$ cat config.mk
export PLATFORM = sky130hd
export DESIGN_NAME = hazard_scoreboard
export DESIGN_NICKNAME = d
export VERILOG_FILES = /design/src/rtl/hazard_scoreboard_pkg.sv /design/src/rtl/hazard_scoreboard_sb_entry.sv /design/src/rtl/hazard_scoreboard.sv
export SDC_FILE = /design/constraint.sdc
export NUM_CORES = 1
export LEC_CHECK = 0
export CAP_MARGIN = 0
export CORE_UTILIZATION = 25
export DETAILED_ROUTE_END_ITERATION = 8
export PLACE_DENSITY = 0.43
export SYNTH_ARGS = -nofsm -noshare
export SYNTH_HDL_FRONTEND = slang
export SYNTH_SLANG_ARGS = --single-unit
$ cat constraint.sdc
create_clock -name clk -period 3.2 [get_ports clk]
set_input_delay 0.64 -clock clk [delete_from_list [all_inputs] [get_ports clk]]
set_output_delay 0.64 -clock clk [all_outputs]
set_load 0.01 [all_outputs]
$ cat src/rtl/hazard_scoreboard_pkg.sv
// Shared scoreboard entry type and the forwarding legality rule used by the
// hazard unit and the bypass mux.
package hazard_pkg;

    localparam int CNT_MAXW = 8;

    typedef struct packed {
        logic [CNT_MAXW-1:0] cnt;
        logic                late;
    } sb_entry_t;

    // The NZ flags live one entry past the last architectural register.
    function automatic int nz_idx(input int numRegs);
        return numRegs;
    endfunction

    // A late (load) result only becomes forwardable once it reaches writeback.
    function automatic logic fwd_legal(input sb_entry_t e, input logic fwdEn);
        return fwdEn && (e.cnt != '0) && (!e.late || e.cnt == CNT_MAXW'(1));
    endfunction

endpackage

$ cat src/rtl/hazard_scoreboard_sb_entry.sv
// One scoreboard entry: countdown to commit plus the late-result flag.
module sb_entry #(
    parameter int CW       = 2,
    parameter int LOAD_VAL = 2
) (
    input  logic          clk,
    input  logic          reset,
    input  logic          load_i,
    input  logic          late_i,
    output logic [CW-1:0] cnt_o,
    output logic          late_o
);

    logic [CW-1:0] cnt_q, cnt_d;
    logic          late_q, late_d;

    always_comb begin
        cnt_d  = cnt_q;
        late_d = late_q;
        if (load_i) begin
            cnt_d  = CW'(LOAD_VAL);
            late_d = late_i;
        end else if (cnt_q != '0) begin
            cnt_d = cnt_q - CW'(1);
        end
    end

    always_ff @(posedge clk) begin
        if (!reset) begin
            cnt_q  <= '0;
            late_q <= 1'b0;
        end else begin
            cnt_q  <= cnt_d;
            late_q <= late_d;
        end
    end

    assign cnt_o  = cnt_q;
    assign late_o = late_q;

endmodule

$ cat src/rtl/hazard_scoreboard.sv
// Scoreboard hazard unit: decides stall versus forward for the decode-stage
// instruction from per-register and NZ countdown entries.
module hazard_scoreboard
    import hazard_pkg::*;
#(
    parameter int NUM_REGS = 8,
    parameter int REG_AW   = 3,
    parameter int WB_LAT   = 2,
    parameter int FWD_EN   = 1,
    localparam int CW      = $clog2(WB_LAT + 1)
) (
    input  logic              clk,
    input  logic              reset,
    input  logic              issue_valid,
    input  logic              flush,
    input  logic              rd_rx_en,
    input  logic              rd_ry_en,
    input  logic [REG_AW-1:0] src_rx,
    input  logic [REG_AW-1:0] src_ry,
    input  logic              rd_nz,
    input  logic              wr_en,
    input  logic [REG_AW-1:0] wr_reg,
    input  logic              wr_late,
    input  logic              wr_nz,
    output logic              stall,
    output logic              issue_accept,
    output logic              fwd_rx_en,
    output logic [CW-1:0]     fwd_rx_dist,
    output logic              fwd_ry_en,
    output logic [CW-1:0]     fwd_ry_dist,
    output logic [15:0]       stall_count
);

    localparam int NZ_IDX = nz_idx(NUM_REGS);

    logic [CW-1:0]   entryCnt [NUM_REGS+1];
    logic [NZ_IDX:0] entryLate;
    logic [NZ_IDX:0] entryLoad;
    logic [NZ_IDX:0] entryLoadLate;

    genvar g;
    generate
        for (g = 0; g <= NZ_IDX; g++) begin : gen_entry
            sb_entry #(.CW(CW), .LOAD_VAL(WB_LAT)) u_entry (
                .clk    (clk),
                .reset  (reset),
                .load_i (entryLoad[g]),
                .late_i (entryLoadLate[g]),
                .cnt_o  (entryCnt[g]),
                .late_o (entryLate[g])
            );
        end
    endgenerate

    sb_entry_t rxEntry, ryEntry;
    logic      rxHazard, ryHazard, nzHazard;
    logic      fwdEnable;

    assign fwdEnable = (FWD_EN != 0);

    // Out-of-range source indices match no entry and read as committed.
    always_comb begin
        rxEntry = '0;
        ryEntry = '0;
        for (int i = 0; i < NUM_REGS; i++) begin
            if (src_rx == REG_AW'(i)) begin
                rxEntry.cnt  = CNT_MAXW'(entryCnt[i]);
                rxEntry.late = entryLate[i];
            end
            if (src_ry == REG_AW'(i)) begin
                ryEntry.cnt  = CNT_MAXW'(entryCnt[i]);
                ryEntry.late = entryLate[i];
            end
        end
    end

    assign fwd_rx_en   = rd_rx_en && fwd_legal(rxEntry, fwdEnable);
    assign fwd_ry_en   = rd_ry_en && fwd_legal(ryEntry, fwdEnable);
    assign fwd_rx_dist = fwd_rx_en ? rxEntry.cnt[CW-1:0] : '0;
    assign fwd_ry_dist = fwd_ry_en ? ryEntry.cnt[CW-1:0] : '0;

    assign rxHazard = rd_rx_en && (rxEntry.cnt != '0) && !fwd_rx_en;
    assign ryHazard = rd_ry_en && (ryEntry.cnt != '0) && !fwd_ry_en;
    assign nzHazard = rd_nz && (entryCnt[NZ_IDX] != '0) &&
                      !(fwdEnable && entryCnt[NZ_IDX] == CW'(WB_LAT));

    assign stall        = issue_valid && !flush && (rxHazard || ryHazard || nzHazard);
    assign issue_accept = issue_valid && !flush && !stall;

    // A new producer reloads its entry, overriding the pending countdown.
    always_comb begin
        entryLoad     = '0;
        entryLoadLate = '0;
        for (int i = 0; i < NUM_REGS; i++) begin
            entryLoad[i]     = issue_accept && wr_en && (wr_reg == REG_AW'(i));
            entryLoadLate[i] = wr_late;
        end
        entryLoad[NZ_IDX] = issue_accept && wr_nz;
    end

    logic [15:0] stallCount_q, stallCount_d;

    always_comb begin
        stallCount_d = stallCount_q;
        if (stall && stallCount_q != 16'hFFFF) begin
            stallCount_d = stallCount_q + 16'd1;
        end
    end

    always_ff @(posedge clk) begin
        if (!reset) begin
            stallCount_q <= '0;
        end else begin
            stallCount_q <= stallCount_d;
        end
    end

    assign stall_count = stallCount_q;

endmodule

---- Yosys cells after proc, flatten, opt, wreduce, memory -nomap -nowiden ----
Cells that the tools add are included.
word-level totals
  register bits ........................... 42
  bits of input ports ..................... 19
cells by class
  muxes and demuxes ....................... 36
  equality and inequality tests ........... 25
  bitwise gates (word level) .............. 1
  add/subtract/negate cells ............... 10
  reductions and logical operators ........ 67
operators by type and width
  cell                                                 number
  2-to-1 mux 9 bit                                     11
  2-to-1 mux 2 bit                                     20
  equality test 3 bit, second input constant           12
  nonzero test 2 bit                                   18
  logical AND 1 bit                                    24
  equality test 3 x 2 -> 1 bit, second input constant  6
  OR reduction 2 bit                                   9
  subtractor 2 x 1 -> 2 bit, second input constant     9
  adder 16 x 1 -> 16 bit, second input constant        1
  equality test 8 x 1 -> 1 bit, second input constant  2
  != test 16 bit, second input constant                1
  nonzero test 8 bit                                   2
  2-to-1 mux 3 bit                                     5
  equality test 3 x 1 -> 1 bit, second input constant  3
  zero test 3 bit                                      3
  zero test 1 bit                                      7
  logical OR 1 bit                                     4
  equality test 2 bit, second input constant           1
  inverter 1 bit                                       1

---- Longest topological paths before layout ----
Gate-level depths: netlist of the first run.
  word-level depth ........................ 23
  depth in mapped cells ................... 10
  gate-level depth less buffers ........... 7

---- By module ----
Synthesis of the first run repeated with hierarchy kept, for this count alone.
second synthesis, totals
  cell total of the unflattened synthesis .. 255
  area, all modules ....................... 2,376.0 µm²
by module, submodules not included
  module             area an instance (µm²)  times used  cells each
  hazard_scoreboard  1,475.2                 1           183
  sb_entry           100.1                   9           8

---- Worst setup path after synthesis of the first run ----
Ideal clock, no wire load.
  path kind ............................... input to output
  start ................................... input port src_rx[0]
  end ..................................... output port stall
  required time ........................... 2.560 ns
  setup slack ............................. 0.388 ns
  data arrival time ....................... 2.172 ns
  buffers on the path ..................... 3
  stages on the path ...................... 9
  path through ............................ buf_2 -> or2_2 -> o22ai_1 -> o32a_1 -> a32oi_1 -> and2_1 -> buf_2 -> buf_2 -> nor2_1
on the way
  cells in the longest elaborated chain, start to end .. 18
ends and longest elaborated chain
  element                                                          line                         text
  from (decl)                                                      hazard_scoreboard.sv:18      input logic [REG_AW-1:0] src_rx,
  zero test 3 bit                                                  hazard_scoreboard.sv:66      if (src_rx == REG_AW'(i)) begin
  2-to-1 mux 3 bit (3 in series)                                   hazard_scoreboard.sv:66
  2-to-1 mux 9 bit (4 in series)                                   hazard_scoreboard.sv:66
  2-to-1 mux 9 bit *                                               hazard_scoreboard.sv:66
  equality test 8 x 1 -> 1 bit or zero test 1 bit (tied branches)  hazard_scoreboard_pkg.sv:19  return fwdEn && (e.cnt != '0) && (!e.late || e.cnt == CNT_MAXW'(1));
  logical OR 1 bit                                                 hazard_scoreboard_pkg.sv:19
  logical AND 1 bit                                                hazard_scoreboard_pkg.sv:19
  logical AND 1 bit                                                hazard_scoreboard.sv:77      assign fwd_rx_en = rd_rx_en && fwd_legal(rxEntry, fwdEnable);
  zero test 1 bit                                                  hazard_scoreboard.sv:82      assign rxHazard = rd_rx_en && (rxEntry.cnt != '0) && !fwd_rx_en;
  logical AND 1 bit *                                              hazard_scoreboard.sv:82
  logical OR 1 bit * (2 in series)                                 hazard_scoreboard.sv:87      assign stall = issue_valid && !flush && (rxHazard || ryHazard || nzHazard);
  logical AND 1 bit *                                              hazard_scoreboard.sv:87
  to (decl)                                                        hazard_scoreboard.sv:25      output logic stall,
Every way passes the cells marked *; elsewhere a longest branch is shown, timed or not.

---- Worst setup path after layout of the first run ----
  start ................................... input port src_rx[0]
  end ..................................... output port fwd_rx_dist[1]
on the way
  cells in the longest elaborated chain, start to end .. 14
ends and longest elaborated chain
  element                                                          line                         text
  zero test 3 bit                                                  hazard_scoreboard.sv:66
  2-to-1 mux 3 bit (3 in series)                                   hazard_scoreboard.sv:66
  2-to-1 mux 9 bit (4 in series)                                   hazard_scoreboard.sv:66
  2-to-1 mux 9 bit *                                               hazard_scoreboard.sv:66
  equality test 8 x 1 -> 1 bit or zero test 1 bit (tied branches)  hazard_scoreboard_pkg.sv:19
  logical OR 1 bit                                                 hazard_scoreboard_pkg.sv:19
  logical AND 1 bit                                                hazard_scoreboard_pkg.sv:19
  logical AND 1 bit                                                hazard_scoreboard.sv:77
  2-to-1 mux 2 bit *                                               hazard_scoreboard.sv:79      assign fwd_rx_dist = fwd_rx_en ? rxEntry.cnt[CW-1:0] : '0;
  to (decl)                                                        hazard_scoreboard.sv:28      output logic [CW-1:0] fwd_rx_dist,
Marks and branches as above.

==> flow_summary.yaml, run 1 <==
run_status:
  status: "complete, no violations"
timing:
  maxSlewHeadroom_pct: 66.6
  final_max_slew_viol_count: 0
  fin_crit_sh_pct: 96.0
  worstMarginPinSlew_ns: 0.500
  fmax_ghz: 0.325
  fin_crit_ns: 3.07
  finClkSkew_ns: 0.00587
  hold_violations: 0
  setup_viol: 0
  rsz0062_at_grt: "yes"
grt:
  grt_pass1_vias: 2115
  grt_max_degree: 29
  antenna_found_initial: 0
  grt_first_pass_wirelength_um: 10900
  grt.total_usage_pct: 14.0
  overflow: 0
critical_path:
  end_kind: "output port"
  crit_required_ns: 2.56
  critPathLaunchType: "input port"
  slowest_delay_ns: 0.52
  cp.depth: 7
  crit_chain: "clkdlybuf4s15_1 -> buf_4 -> mux4_2 -> mux2i_2 -> mux2i_1 -> and3_1 -> dlygate4sd2_1"
  arrival_ns: 2.43
  crit_type: "input port to output port"
  slowest_stage: "mux4_2"
  r2r_cells: 8
  crit_start: "src_rx[0]"
  worstPathMaxFanout: 6
  r2r-start: "gen_entry[4].u_entry.cnt_o[1]"
  path_buf_inv: 3
  rrSetupSlack_ns: 0.82
  critPathTopFamily: "multiplexers"
drt:
  drt_pass1_iterations: 4
  vias: 2221
  ant_nets: 0
  drc: 0
  drt_iter0_markers: 98
  wire_per_inst_um: 14.2
  vias_per_cell: 4.79
  wl_um: 6610
synthesis:
  synth_area_leader_cell: "dfxtp_1"
  ys_seq_area_share_pct: 35.0
  synth_area_leaders: "dfxtp_1, mux2i_1, nand2_1"
  async_flop_share_pct: 0
  netlist.area_leader.share_pct: 35.0
  synth-seq-cells: 42
  synth-edff-count: 0
  synth.distinct_cells: 46
  syn_area_per_cell_sq_um: 8.87
  ys.flop_type: "dfxtp_1"
  syn_area_sq_um: 2400
  ys_warn_count: 0
  syn_inst: 271
  syn_nets: 291
power:
  p_int_uw: 820
  swShare_pct: 23.5
  pwr-share-clk_pct: 39.4
  pwr-share-seq_pct: 49.2
  powerDensity_nw_per_um2: 329
  p_leak_nw: 1.24
  irDropWorstVdd_v: 0.000166
  switchingPower_uw: 251
  comb_power_share_pct: 11.4
clock_network:
  clockBufferDepth: 2
  numCtsBuffers: 5
  tritoncts: "yes"
  clk_pin_slew_ns: 0.08
  cts_hold_buf: 0
  clkLatencyLatePin_ns: 0.29
  cts_root_buf: "clkbuf_8"
  clock-sinks: 42
  cts_htree_levels: 2
placement:
  io_buffers: 42
  gp_congestion: 0.766
  dpl.hpwl_um: 5060
  place_area_sq_um: 3130
  placedCellCount: 456
die:
  fp.coreArea_sq_um: 9280
  ioPinCount: 43
  floorplan.initialDensity_pct: 25.9
  fp.dieH_um: 100
  die_area_sq_um: 10000
  num_rows: 35
  fp.dieW_um: 100
worst_hold_path:
  hold_path.class: "register to register"
  min_path_cells: 2
  hp-start: "gen_entry[8].u_entry.cnt_o[1]"
finish:
  final_common_cell: "nand2_1"
  stdcell_count: 464
  design_area_sq_um: 3260
  synthToLayoutAreaGrowth_pct: 35.5
  drive_gt1_share_pct: 17.3
  final_nets: 354
  layout.cells.most_common_list: "nand2_1, dfxtp_1, buf_4"
  fillers: 1006
  n_antenna_cell: 0
job:
  cap_violations: 0
[power by group through the flow]
stage | logic [mW] | clock network, mW | registers (mW)
floorplan | 0.0614 | 0 | 0.538
global placement | 0.124 | 0 | 0.539
detailed placement | 0.125 | 0 | 0.539
CTS | 0.122 | 0.434 | 0.527
global route | 0.134 | 0.463 | 0.527
finish | 0.122 | 0.422 | 0.527
[path summary, 6_finish.rpt]
check / end
setup / recovery: fwd_rx_dist[1]
hold / removal: gen_entry[8].u_entry.cnt_o[0]
setup reg to reg: gen_entry[0].u_entry.cnt_o[0]
hold reg to reg: gen_entry[8].u_entry.cnt_o[0]
[layout make-up]
class / count / area, sq um / share of cell area (%)
clock inverters: 2 / 37.5 / 1.15
repair buffers: 73 / 652 / 20.0
clock buffers: 6 / 72.6 / 2.23
well taps: 129 / 161 / 4.95
inverters: 7 / 26.3 / 0.806
multi-input cells: 205 / 1470 / 45.1
flip-flops and latches: 42 / 841 / 25.8
[synthesized netlist by cell type (all sizes together) (4+ instances only)]
cell,number
nor2b,5
buf,8
and2,6
nand4,7
dfxtp,42
nor3,9
o21a,5
nand3,8
mux2i,24
o31ai,10
and3,4
mux4,5
nor2,8
a21boi,15
mux2,4
nand2b,9
or4,10
nand2,43
inv,7
clkbuf,9
[cells by family after synthesis]
family	synth area share (%)
and+or+nand+nor	28.2
buffers and inverters	4.68
muxes	16.5
AOI/OAI and AO/OA	15.1
DFF	35.0
adders and majority gates	0.520
[stage by stage]
stage	TNS [ns]	total power, mW	hold WS (ns)	util, %	setup slack [ns]
after floorplan	0	0.600	0.407	-	0.388
after global placement	-4.02	0.664	0.422	33.7	-0.481
after detailed placement	-4.46	0.664	0.434	33.7	-0.522
after CTS	0	1.08	0.445	35.0	0.0837
after global routing	-0.00957	1.12	0.461	35.1	-0.00957
final	0	1.07	0.441	35.1	0.127
[repair_timing]
| action | 4_1_cts | 5_1_grt |
|---|---|---|
| gates resized for setup | 20 | 5 |
| setup buffers | 0 | 0 |
| endpoints found under the setup margin | 8 | 5 |
| pin swaps | 1 | 0 |
[state kept, by name (all words and copies together), names as in the netlist]
register                  count
gen_entry.u_entry.cnt_o      18
gen_entry.u_entry.late_o      8
stall_count                  16
[per-layer routing]
layer  vias up  track usage (%)  share of wire, %
met5         -                0                 0
met4         0             3.79               1.1
met3         7             3.27               4.6
met2        39             21.9                45
met1      1057             19.5                49
li1       1118                -                 -
[tightest hold or removal path, cell delays in order (launching register included)]
cell      delay [ns]
dfxtp_1         0.31
nand2_1         0.05
a211oi_1        0.04
No activity file was read; power rests on OpenSTA's default activity.
==> run 2: changes to the inputs <==
clock period = 2.9 ns   (was 3.2 ns; I/O delays follow)
==> run 2 against run 1 <==
  * Die area unchanged
  * First-iteration DRC count down 26%
  * Critical path depth up 1
  * Setup slack worse by 0.052 ns
  * Hold slack better by 0.00052 ns
  * Total power up 21%
  * Global-route usage up 0.93 points
  * Sequential share of layout area down 1.1 points
  * Core utilization up 1.6 points
  * Final cell count up 3.7%
  * Via count up 3.5%
  * Critical path type unchanged
  * Largest cell class unchanged
  * Highest routed layer unchanged
==> flow_summary.yaml, run 2 (synthesized netlist as in run 1, its figures left out) <==
finish:
  layout.cells.most_common_list: "buf_4, nand2_1, dfxtp_1"
  n_antenna_cell: 0
  drive_gt1_share_pct: 24.4
  synthToLayoutAreaGrowth_pct: 41.8
  fillers: 984
  final_common_cell: "buf_4"
  utilization_pct: 36.7
  largest_reg_flops: 18
  final_nets: 371
  area.sequential_sq_um: 841
  multiInputGateArea_sq_um: 1490
grt:
  grt.total_usage_pct: 15.0
  grt_first_pass_wirelength_um: 11600
  antenna_found_initial: 0
  grt_pass1_vias: 2272
  grt_max_degree: 51
  overflow: 0
drt:
  wl_um: 7060
  drc: 0
  drt_iter0_markers: 73
  ant_nets: 0
  drt_pass1_iterations: 4
  vias_per_cell: 4.78
  vias: 2298
  wire_per_inst_um: 14.7
critical_path:
  critPathLaunchType: "input port"
  r2r-start: "gen_entry[6].u_entry.late_o"
  crit_required_ns: 2.32
  path_common_cell: "dlygate4sd2_1"
  slowest_delay_ns: 0.55
  crit_type: "input port to output port"
  slowest_stage: "mux4_2"
  end_kind: "output port"
  crit_chain: "dlygate4sd2_1 -> buf_6 -> mux4_2 -> mux2i_4 -> mux2i_2 -> nand2_1 -> inv_1 -> dlygate4sd2_1"
  crit_start: "src_rx[0]"
  arrival_ns: 2.24
  worstPathMaxFanout: 6
worst_hold_path:
  hold_path.class: "register to register"
  hp-start: "gen_entry[8].u_entry.cnt_o[1]"
timing:
  hold_violations: 0
  setup_viol: 0
  fmax_ghz: 0.354
  maxSlewHeadroom_pct: 65.6
  worstMarginPinSlew_ns: 0.514
  finClkSkew_ns: 0.0117
  fin_crit_ns: 2.82
  timing.final.ws_setup_ns: 0.0754
  fin_crit_sh_pct: 97.4
  final_max_slew_viol_count: 0
  rsz0062_at_grt: "yes"
die:
  ioPinCount: 43
  fp.coreArea_sq_um: 9280
  fp.dieH_um: 100
  fp.dieW_um: 100
  floorplan.initialDensity_pct: 25.9
  die_area_sq_um: 10000
  num_rows: 35
placement:
  dpl.hpwl_um: 5210
  io_buffers: 42
  gp_congestion: 0.855
  dp_slack_ns: -0.741
clock_network:
  clk_pin_slew_ns: 0.09
  clock-sinks: 42
  cts_htree_levels: 2
  numCtsBuffers: 5
  tritoncts: "yes"
  clkLatencyLatePin_ns: 0.30
  cts_root_buf: "clkbuf_8"
  clockBufferDepth: 2
job:
  cap_violations: 0
run_status:
  status: "complete, no violations"
power:
  p_leak_nw: 1.34
  power_mw: 1.29
  powerDensity_nw_per_um2: 379
  irDropWorstVdd_v: 0.000238
run 2: cell types whose count changed in the layout (fill, tap and decap cells not counted), moves of 2 or more:
cell,before,now
buf_2,0,3
clkbuf_2,0,4
clkdlybuf4s15_1,2,0
dlygate4sd2_1,10,5
buf_4,29,45
run 2: timing repair:
item | 4_1_cts | 5_1_grt
cloned | 0 | 1
pin swaps | 4 | 8
endpoints found under the setup margin | 20 | 7
gates resized for setup | 33 | 13
setup buffers | 5 | 4
hold buffers | 0 | 0
run 2: through the flow:
| stage | cell area, sq um | instances | setup TNS, ns | hold slack [ns] |
|---|---|---|---|---|
| 4_1_cts | 3390 | 476 | 0 | 0.448 |
| 5_1_grt | 3410 | 481 | -0.0194 | 0.464 |
| 6_report | 3410 | 481 | 0 | 0.441 |
| 3_3_place_gp | 3190 | 463 | -13.02 | 0.423 |
| 2_1_floorplan | 2400 | 271 | 0 | 0.407 |
| 3_5_place_dp | 3190 | 463 | -14.86 | 0.435 |
run 2: layer usage:
layer  part of all wire, %  up-vias  wire length, um  global-route usage [%]
li1                      -     1176                -                       -
met1                    49     1078             3480                    20.2
met2                    46       35             3260                    24.3
met3                   3.0        9              212                    2.65
met4                   1.5        0              104                    4.91
met5                     0        -                0                       0
run 2: cell type report:
cell class	count	share of cell area, %
flip-flops and latches	42	24.7
inverters	7	0.770
repair buffers	90	22.1
multi-input cells	205	43.7
well taps	129	4.73
clock buffers	5	2.02
clock inverters	3	2.02
run 2: final timing paths:
path	end	slack [ns]	cells after the start
max	fwd_rx_en	0.08	8
min	gen_entry[8].u_entry.cnt_o[0]	0.44	2
max reg2reg	gen_entry[0].u_entry.cnt_o[0]	0.57	8
min reg2reg	gen_entry[8].u_entry.cnt_o[0]	0.44	2
run 2: power by group:
group	internal, mW	switching, mW
Combinational	0.0772	0.0694
Clock	0.345	0.218
Sequential	0.579	0.00234
run 2: worst max-delay path, delay by kind of cell:
kind,cells,cell delay (ns)
buf+inv,4,0.72
mux,3,0.84
simple gates,1,0.09
==> run 3: changes to the inputs <==
ABC_CLOCK_PERIOD_IN_PS = 2900   (was not set)
==> results of run 3 <==
The final DEF is identical to that of run 2; final timing and power are the same.
